--- src/rtl/ltc2624_spi_writer.sv ---
// LTC2624 SPI frame writer: one 32-bit {8'h00,CMD,addr,data,4'h0} frame per accepted start, readback captured into echo.
// Frame takes 66*CLKDIV cycles from acceptance to done; start is ignored (not queued) while busy.
module ltc2624_spi_writer #(
    parameter int         CLKDIV     = 2,
    parameter logic [3:0] CMD        = 4'b0011,
    parameter int         CLR_CYCLES = 4
) (
    input  logic        CLK50MHZ,
    input  logic        RST,
    input  logic        start,
    input  logic [3:0]  addr,
    input  logic [11:0] data,
    output logic        busy,
    output logic        done,
    output logic [31:0] echo,
    output logic        SPI_SCK,
    output logic        SPI_MOSI,
    output logic        DAC_CS,
    output logic        DAC_CLR,
    input  logic        DAC_OUT
);

    localparam int PW = $clog2(CLKDIV) + 1;
    localparam int CW = $clog2(CLR_CYCLES) + 1;
    localparam logic [PW-1:0] PH_LAST  = PW'(CLKDIV - 1);
    localparam logic [CW-1:0] CLR_LAST = CW'(CLR_CYCLES - 1);

    typedef enum logic [2:0] {
        S_CLEAR,
        S_IDLE,
        S_SETUP,
        S_SHIFT,
        S_GAP
    } state_t;

    state_t         state, state_d;
    logic [PW-1:0]  ph, ph_d;
    logic           hi, hi_d;
    logic [5:0]     bitn, bitn_d;
    logic [CW-1:0]  clr_cnt, clr_cnt_d;
    logic [31:0]    tx, tx_d;
    logic [31:0]    cap, cap_d;
    logic [31:0]    echo_d;
    logic           sck_d, mosi_d, cs_d, clr_d, busy_d, done_d;
    logic [31:0]    frame;
    logic           ph_last;

    assign frame   = {8'h00, CMD, addr, data, 4'h0};
    assign ph_last = (ph == PH_LAST);

    // All pin-facing outputs are registered from next-state values so SCK/CS never glitch.
    always_comb begin
        state_d   = state;
        ph_d      = ph;
        hi_d      = hi;
        bitn_d    = bitn;
        clr_cnt_d = clr_cnt;
        tx_d      = tx;
        cap_d     = cap;
        echo_d    = echo;
        sck_d     = 1'b0;
        mosi_d    = 1'b0;
        cs_d      = 1'b1;
        clr_d     = 1'b1;
        busy_d    = 1'b1;
        done_d    = 1'b0;

        case (state)
            S_CLEAR: begin
                clr_d = 1'b0;
                if (clr_cnt == CLR_LAST) begin
                    state_d = S_IDLE;
                    clr_d   = 1'b1;
                    busy_d  = 1'b0;
                end else begin
                    clr_cnt_d = clr_cnt + 1'b1;
                end
            end
            S_IDLE: begin
                busy_d = 1'b0;
                if (start) begin
                    state_d = S_SETUP;
                    tx_d    = frame;
                    mosi_d  = frame[31];
                    cs_d    = 1'b0;
                    busy_d  = 1'b1;
                    ph_d    = '0;
                end
            end
            S_SETUP: begin
                cs_d   = 1'b0;
                mosi_d = tx[31];
                ph_d   = ph_last ? '0 : ph + 1'b1;
                if (ph_last) begin
                    state_d = S_SHIFT;
                    hi_d    = 1'b1;
                    sck_d   = 1'b1;
                    bitn_d  = '0;
                    cap_d   = {cap[30:0], DAC_OUT};
                end
            end
            S_SHIFT: begin
                cs_d   = 1'b0;
                mosi_d = tx[31];
                sck_d  = hi;
                ph_d   = ph_last ? '0 : ph + 1'b1;
                if (ph_last) begin
                    if (hi) begin
                        hi_d   = 1'b0;
                        sck_d  = 1'b0;
                        tx_d   = {tx[30:0], 1'b0};
                        mosi_d = tx[30];
                    end else if (bitn == 6'd31) begin
                        // Last low phase done: close the frame.
                        state_d = S_GAP;
                        cs_d    = 1'b1;
                        mosi_d  = 1'b0;
                    end else begin
                        hi_d   = 1'b1;
                        sck_d  = 1'b1;
                        bitn_d = bitn + 1'b1;
                        cap_d  = {cap[30:0], DAC_OUT};
                    end
                end
            end
            S_GAP: begin
                ph_d = ph_last ? '0 : ph + 1'b1;
                if (ph_last) begin
                    state_d = S_IDLE;
                    busy_d  = 1'b0;
                    done_d  = 1'b1;
                    echo_d  = cap;
                end
            end
            default: begin
                state_d = S_CLEAR;
                clr_d   = 1'b0;
            end
        endcase
    end

    always_ff @(posedge CLK50MHZ) begin
        if (RST) begin
            state    <= S_CLEAR;
            ph       <= '0;
            hi       <= 1'b0;
            bitn     <= '0;
            clr_cnt  <= '0;
            tx       <= '0;
            cap      <= '0;
            echo     <= '0;
            SPI_SCK  <= 1'b0;
            SPI_MOSI <= 1'b0;
            DAC_CS   <= 1'b1;
            DAC_CLR  <= 1'b0;
            busy     <= 1'b1;
            done     <= 1'b0;
        end else begin
            state    <= state_d;
            ph       <= ph_d;
            hi       <= hi_d;
            bitn     <= bitn_d;
            clr_cnt  <= clr_cnt_d;
            tx       <= tx_d;
            cap      <= cap_d;
            echo     <= echo_d;
            SPI_SCK  <= sck_d;
            SPI_MOSI <= mosi_d;
            DAC_CS   <= cs_d;
            DAC_CLR  <= clr_d;
            busy     <= busy_d;
            done     <= done_d;
        end
    end

endmodule
--- config.mk ---
export PLATFORM = sky130hd
export DESIGN_NAME = ltc2624_spi_writer
export DESIGN_NICKNAME = d
export VERILOG_FILES = /design/src/rtl/ltc2624_spi_writer.sv
export SDC_FILE = /design/constraint.sdc
export NUM_CORES = 1
export LEC_CHECK = 0
export CAP_MARGIN = 0
export CORE_MARGIN = 2
export CORE_UTILIZATION = 49
export DETAILED_ROUTE_END_ITERATION = 7
export GPL_TIMING_DRIVEN = 0
export PLACE_DENSITY = 0.73
export SYNTH_ARGS = -nofsm -noshare
export SYNTH_HDL_FRONTEND = slang
export SYNTH_SLANG_ARGS = --single-unit
--- constraint.sdc ---
create_clock -name CLK50MHZ -period 1.6 [get_ports CLK50MHZ]
set_clock_uncertainty 0.1 [all_clocks]
set_input_delay 0.4 -clock CLK50MHZ [delete_from_list [all_inputs] [get_ports CLK50MHZ]]
set_output_delay 0.4 -clock CLK50MHZ [all_outputs]
set_load 0.03 [all_outputs]
==> flow_summary.json, run 1 <==
{
  "fin_crit_ns": 1.76,
  "violations": "negative setup slack",
  "dp_cells": 670,
  "layout-drive-gt1-share_pct": 28.5,
  "ant_nets": 0,
  "dieArea_um2": 10100,
  "finalMaxSlewViolations": 0,
  "hold_path_class": "reg -> reg",
  "power_density_nw_per_um2": 1240,
  "fin_ws_ns": -0.163,
  "synth_area_um2": 4560,
  "via_per_inst": 5.53,
  "start_kind": "register",
  "grt_setup_unrepaired": "yes",
  "firstDrtPassIters": 5,
  "wl_um": 11800,
  "drt-wirelength-per-cell_um": 16.2,
  "final_util_pct": 67.2,
  "yosysSeqAreaShare_pct": 49.6,
  "p_leak_nw": 2.62,
  "power.share.clock_pct": 49.7,
  "power.total_mw": 7.62,
  "ff2ff_setup_slack_ns": -0.16,
  "fillers": 702,
  "die_x_um": 101,
  "relSlewSlack_pct": 51.5,
  "crit_required_ns": 1.94,
  "async_reset_ff_share_pct": 0,
  "syn_nets": 526,
  "drt_iter0_markers": 238,
  "worstPathMaxFanout": 6,
  "initial_core_util_pct": 49.9,
  "die_h_um": 101,
  "crit_arrival_ns": 2.10,
  "pwr-share-seq_pct": 39.1,
  "ys_types": 48,
  "clkSlewWorstSetupHoldPaths_ns": 0.05,
  "power.switching_mw": 1.77,
  "placed_area_um2": 5280,
  "holdWs_ns": 0.347,
  "ctsRootBufferMaster": "clkbuf_8",
  "core-area_um2": 9150,
  "final_common_cell": "nand2_1",
  "post-place-ws_ns": -0.626,
  "num_vias": 4035,
  "cts_hold_buf": 0,
  "port_buffers": 56,
  "overflow": 0,
  "tns_ns": -3.35,
  "hpwl_um": 6840,
  "grt_pass1_vias": 3894,
  "fin_area_um2": 6150,
  "drc": 0,
  "htreeDepth": 4,
  "finalNonFillerCells": 729,
  "cts_sinks": 113,
  "antenna_cells": 0,
  "clk_latency_ns": 0.51,
  "place.gp.congestion": 0.882,
  "syn_to_final_growth_pct": 34.9,
  "irDropWorstVdd_uv": 720,
  "hold_viol": 0,
  "clock_path_buffers": 2,
  "final_cell_mix": "nand2_1, dfxtp_1, nor2_1",
  "cts_tree": "built",
  "p_int_mw": 5.85,
  "yosysWarnings": 0,
  "combPwrFrac_pct": 11.2,
  "syn_inst": 503,
  "grt_pass1_wl_um": 18300,
  "ioPinCount": 58,
  "worst_pin_slew_ns": 0.727,
  "end_kind": "register",
  "synth_flop_cell": "dfxtp_1",
  "p_sw_share_pct": 23.2,
  "grt_max_degree": 17,
  "status": "finished, violations left",
  "post-route-period-util_pct": 110,
  "nets": 632,
  "rows": 35,
  "setup_viol": 39,
  "cap_violations": 0,
  "fmax_mhz": 567,
  "syn_avg_cell_area_um2": 9.07,
  "cts_inserted_buffers": 17,
  "crit_type": "reg -> reg",
  "grt_antenna_before_repair": 0,
  "synth_edf_count": 0,
  "grt_usage_pct": 23.0,
  "ys_ff_latch": 113
}
-- sequential cells by signal, indices dropped and copies added (netlist names) --
register / cells
DAC_CLR: 1
DAC_CS: 1
SPI_MOSI: 1
SPI_SCK: 1
bitn: 6
busy: 1
cap: 32
clr_cnt: 3
done: 1
echo: 32
hi: 1
ph: 2
state: 3
tx: 28
-- path summary, 6_finish.rpt --
path	from	endpoint	depth (start not counted)
max	ph[1]	bitn[4]	6
min	echo[11]	echo[11]	2
max reg2reg	ph[1]	bitn[4]	6
min reg2reg	echo[11]	echo[11]	2
-- worst max-delay path, cell delays in order (launching register included) --
cell and delay (ns):
dfxtp_4 0.36, and4bb_2 0.35, o211ai_4 0.13, buf_4 0.17
buf_6 0.11, or3_1 0.36, a21oi_2 0.12
-- cell families (layout without fill, tap and decap cells) --
| family | count (synthesis) | in the layout | share of synthesized area (%) |
|---|---|---|---|
| simple gates | 215 | 215 | 20.9 |
| buf+inv | 41 | 156 | 5.40 |
| fa+ha+maj | 3 | 3 | 0.823 |
| compound gates | 94 | 94 | 15.2 |
| mux | 36 | 36 | 7.92 |
| flops | 113 | 113 | 49.6 |
| xor+xnor | 1 | 1 | 0.192 |
-- area by class of cell --
type | count | area [um2] | area share, %
clock buffers | 23 | 487 | 7.91
plain buffers | 36 | 288 | 4.68
well taps | 111 | 139 | 2.26
multi-input cells | 349 | 2160 | 35.1
flip-flops and latches | 113 | 2280 | 37.1
inverters | 5 | 23.8 | 0.386
clock inverters | 5 | 103 | 1.67
repair buffers | 87 | 669 | 10.9
-- cell usage after synthesis (all sizes together) (3+ instances only) --
master  count  area, um2
nor2       61        229
or3         5       31.3
nand3      16       80.1
mux2i      35        350
a21oi      52        260
a311oi     16        228
inv         5       18.8
o21ai       8       40.0
a211oi      5       37.5
nand2     109        409
ha          3       37.5
clkbuf     11       41.3
buf        25        186
nor3        5       36.3
nand2b      4       25.0
dfxtp     113       2260
-- power by group through the flow --
stage	clock network [mW]	registers, mW	logic, mW
after floorplan	0	3.05	0.464
after global placement	0	3.02	0.647
after detailed placement	0	3.03	0.672
after CTS	3.79	2.97	0.698
after global routing	3.91	2.99	0.920
final	3.78	2.98	0.853
-- per-layer routing --
metal / vias up / GRT usage, % / share of wire, %
met1: 1921 / 28.8 / 43
met2: 140 / 36.8 / 49
met5: - / 0 / 0
li1: 1940 / - / -
met3: 34 / 5.69 / 5.2
met4: 0 / 11.8 / 2.9
-- what timing repair did --
| action | 4_1_cts | 5_1_grt |
|---|---|---|
| cloned | 1 | 3 |
| gates resized for setup | 210 | 48 |
| endpoints found under the setup margin | 136 | 101 |
| setup buffers | 9 | 18 |
| pin swaps | 3 | 17 |
No activity file was read; power rests on OpenSTA's default activity.
==> run 2: changes to the inputs <==
- CORE_UTILIZATION: 49 -> 50
- CTS_BUF_LIST: default -> sky130_fd_sc_hd__clkbuf_4
- PLACE_DENSITY: 0.73 -> 0.74
- SLEW_MARGIN: default -> 10
==> run 2 against run 1 <==
  * The flow still finishes with violations (negative setup slack)
  * First-iteration DRC count down 6.7%
  * Worst setup slack worse by 0.18 ns
  * Fmax down 9.4%
  * Clock-buffer cell count down 5
  * Total power down 20%
  * Utilization down 0.99 points
  * Flip-flop and latch count unchanged
  * Critical path depth down 1
  * Non-clock buffer count down 14
  * Clock power down 39%
  * Via count down 4.9%
  * Global-route usage down 1.1 points
==> flow_summary.json, run 2 (synthesized netlist as in run 1, its figures left out) <==
{
  "wl_um": 10800,
  "tns_ns": -2.27,
  "multi_input_area_um2": 2170,
  "grt_antenna_before_repair": 0,
  "regArea_um2": 2290,
  "drc": 0,
  "cts_inserted_buffers": 17,
  "htreeDepth": 4,
  "path_depth": 5,
  "holdWs_ns": 0.358,
  "via_per_inst": 5.37,
  "status": "finished, violations left",
  "die_x_um": 99.5,
  "crit_required_ns": 1.85,
  "power_density_nw_per_um2": 1040,
  "clk_latency_ns": 0.52,
  "finalMaxSlewViolations": 0,
  "syn_to_final_growth_pct": 27.9,
  "grt_setup_unrepaired": "yes",
  "hold_path_class": "reg -> reg",
  "initial_core_util_pct": 51.8,
  "ioPinCount": 58,
  "grt_usage_pct": 21.8,
  "grt_pass1_vias": 3774,
  "rows": 34,
  "port_buffers": 56,
  "violations": "negative setup slack",
  "cts_tree": "built",
  "critPathTopFamily": "compound AO/OA/AOI/OAI gates",
  "cp_cell_sequence": "ha_4 -> nor2b_2 -> a21oi_1 -> o21ai_0 -> a2111oi_0",
  "cap_violations": 0,
  "grt_pass1_wl_um": 17500,
  "final_cell_mix": "nand2_1, dfxtp_1, nor2_1",
  "power.total_mw": 6.08,
  "antenna_cells": 0,
  "worstPathBufferInverterCount": 0,
  "reg_top3": "cap x32, echo x32, tx x28",
  "fin_crit_ns": 1.95,
  "reg2reg_depth": 5,
  "worstPathMaxFanout": 4,
  "relSlewSlack_pct": 50.6,
  "worst_pin_slew_ns": 0.741,
  "irDropWorstVdd_uv": 661,
  "fin_ws_ns": -0.346,
  "overflow": 0,
  "setup_viol": 38,
  "nets": 618,
  "post-route-period-util_pct": 122,
  "end_kind": "register",
  "p_leak_nw": 2.39,
  "firstDrtPassIters": 7,
  "dieArea_um2": 9910,
  "core-area_um2": 8810,
  "num_vias": 3838,
  "hpwl_um": 6910,
  "grt_max_degree": 17,
  "ctsRootBufferMaster": "clkbuf_4",
  "fillers": 717,
  "cts_sinks": 113,
  "hold_viol": 0,
  "fmax_mhz": 514,
  "die_h_um": 99.5,
  "clkSlewWorstSetupHoldPaths_ns": 0.09,
  "crit_arrival_ns": 2.20,
  "drt-wirelength-per-cell_um": 15.1,
  "final_common_cell": "nand2_1",
  "layout-drive-gt1-share_pct": 26.5,
  "slowest_stage": "a2111oi_0",
  "place.gp.congestion": 0.868,
  "clock_path_buffers": 2,
  "crit_type": "reg -> reg",
  "holdPathStages": 2,
  "slowest_delay_ns": 0.60,
  "ant_nets": 0,
  "start_kind": "register",
  "post-place-ws_ns": -0.617,
  "drt_iter0_markers": 222
}
==> run 2: metal layers <==
layer	track usage, %	wire length, um	vias up
li1	-	-	1907
met1	26.2	4680	1805
met2	37.1	5390	105
met3	5.48	525	21
met4	9.59	190	0
met5	0	0	-
==> run 2: cell type report <==
class	count	share of cell area (%)
flip-flops and latches	113	39.3
multi-input cells	349	37.1
repair buffers	73	10.6
plain buffers	36	5.13
clock inverters	13	2.90
clock buffers	18	2.32
well taps	108	2.32
inverters	5	0.322
==> run 2: what timing repair did <==
| action | 4_1_cts | 5_1_grt |
|---|---|---|
| hold endpoints to repair | 0 | 0 |
| pin swaps | 4 | 14 |
| endpoints found under the setup margin | 129 | 117 |
| setup buffers | 6 | 9 |
| hold buffers | 0 | 0 |
| resized for setup | 219 | 67 |
| gates cloned | 1 | 1 |
==> run 2: tightest hold or removal path, delay by kind of cell (launching register included) <==
family          cells  cell delay [ns]
flops               1             0.32
simple gates        1             0.05
compound gates      1             0.05
==> run 2: final timing paths <==
path,startpoint,end,slack (ns)
min,echo[16],echo[16],0.36
min reg2reg,echo[16],echo[16],0.36
max reg2reg,bitn[0],SPI_SCK,-0.35
max,bitn[0],SPI_SCK,-0.35
==> run 2: stage by stage <==
stage	area, um2	std cells	util, %
CTS	5540	705	62.9
floorplan	4580	503	-
detailed placement	5270	667	59.9
finish	5830	715	66.3
global placement	5270	667	59.9
global route	5830	715	66.3
==> run 2: where the power goes <==
part,leakage (nW),internal [mW],switching [mW]
clock network,0.158,1.22,1.06
logic,1.31,0.374,0.437
registers,0.919,2.91,0.0687
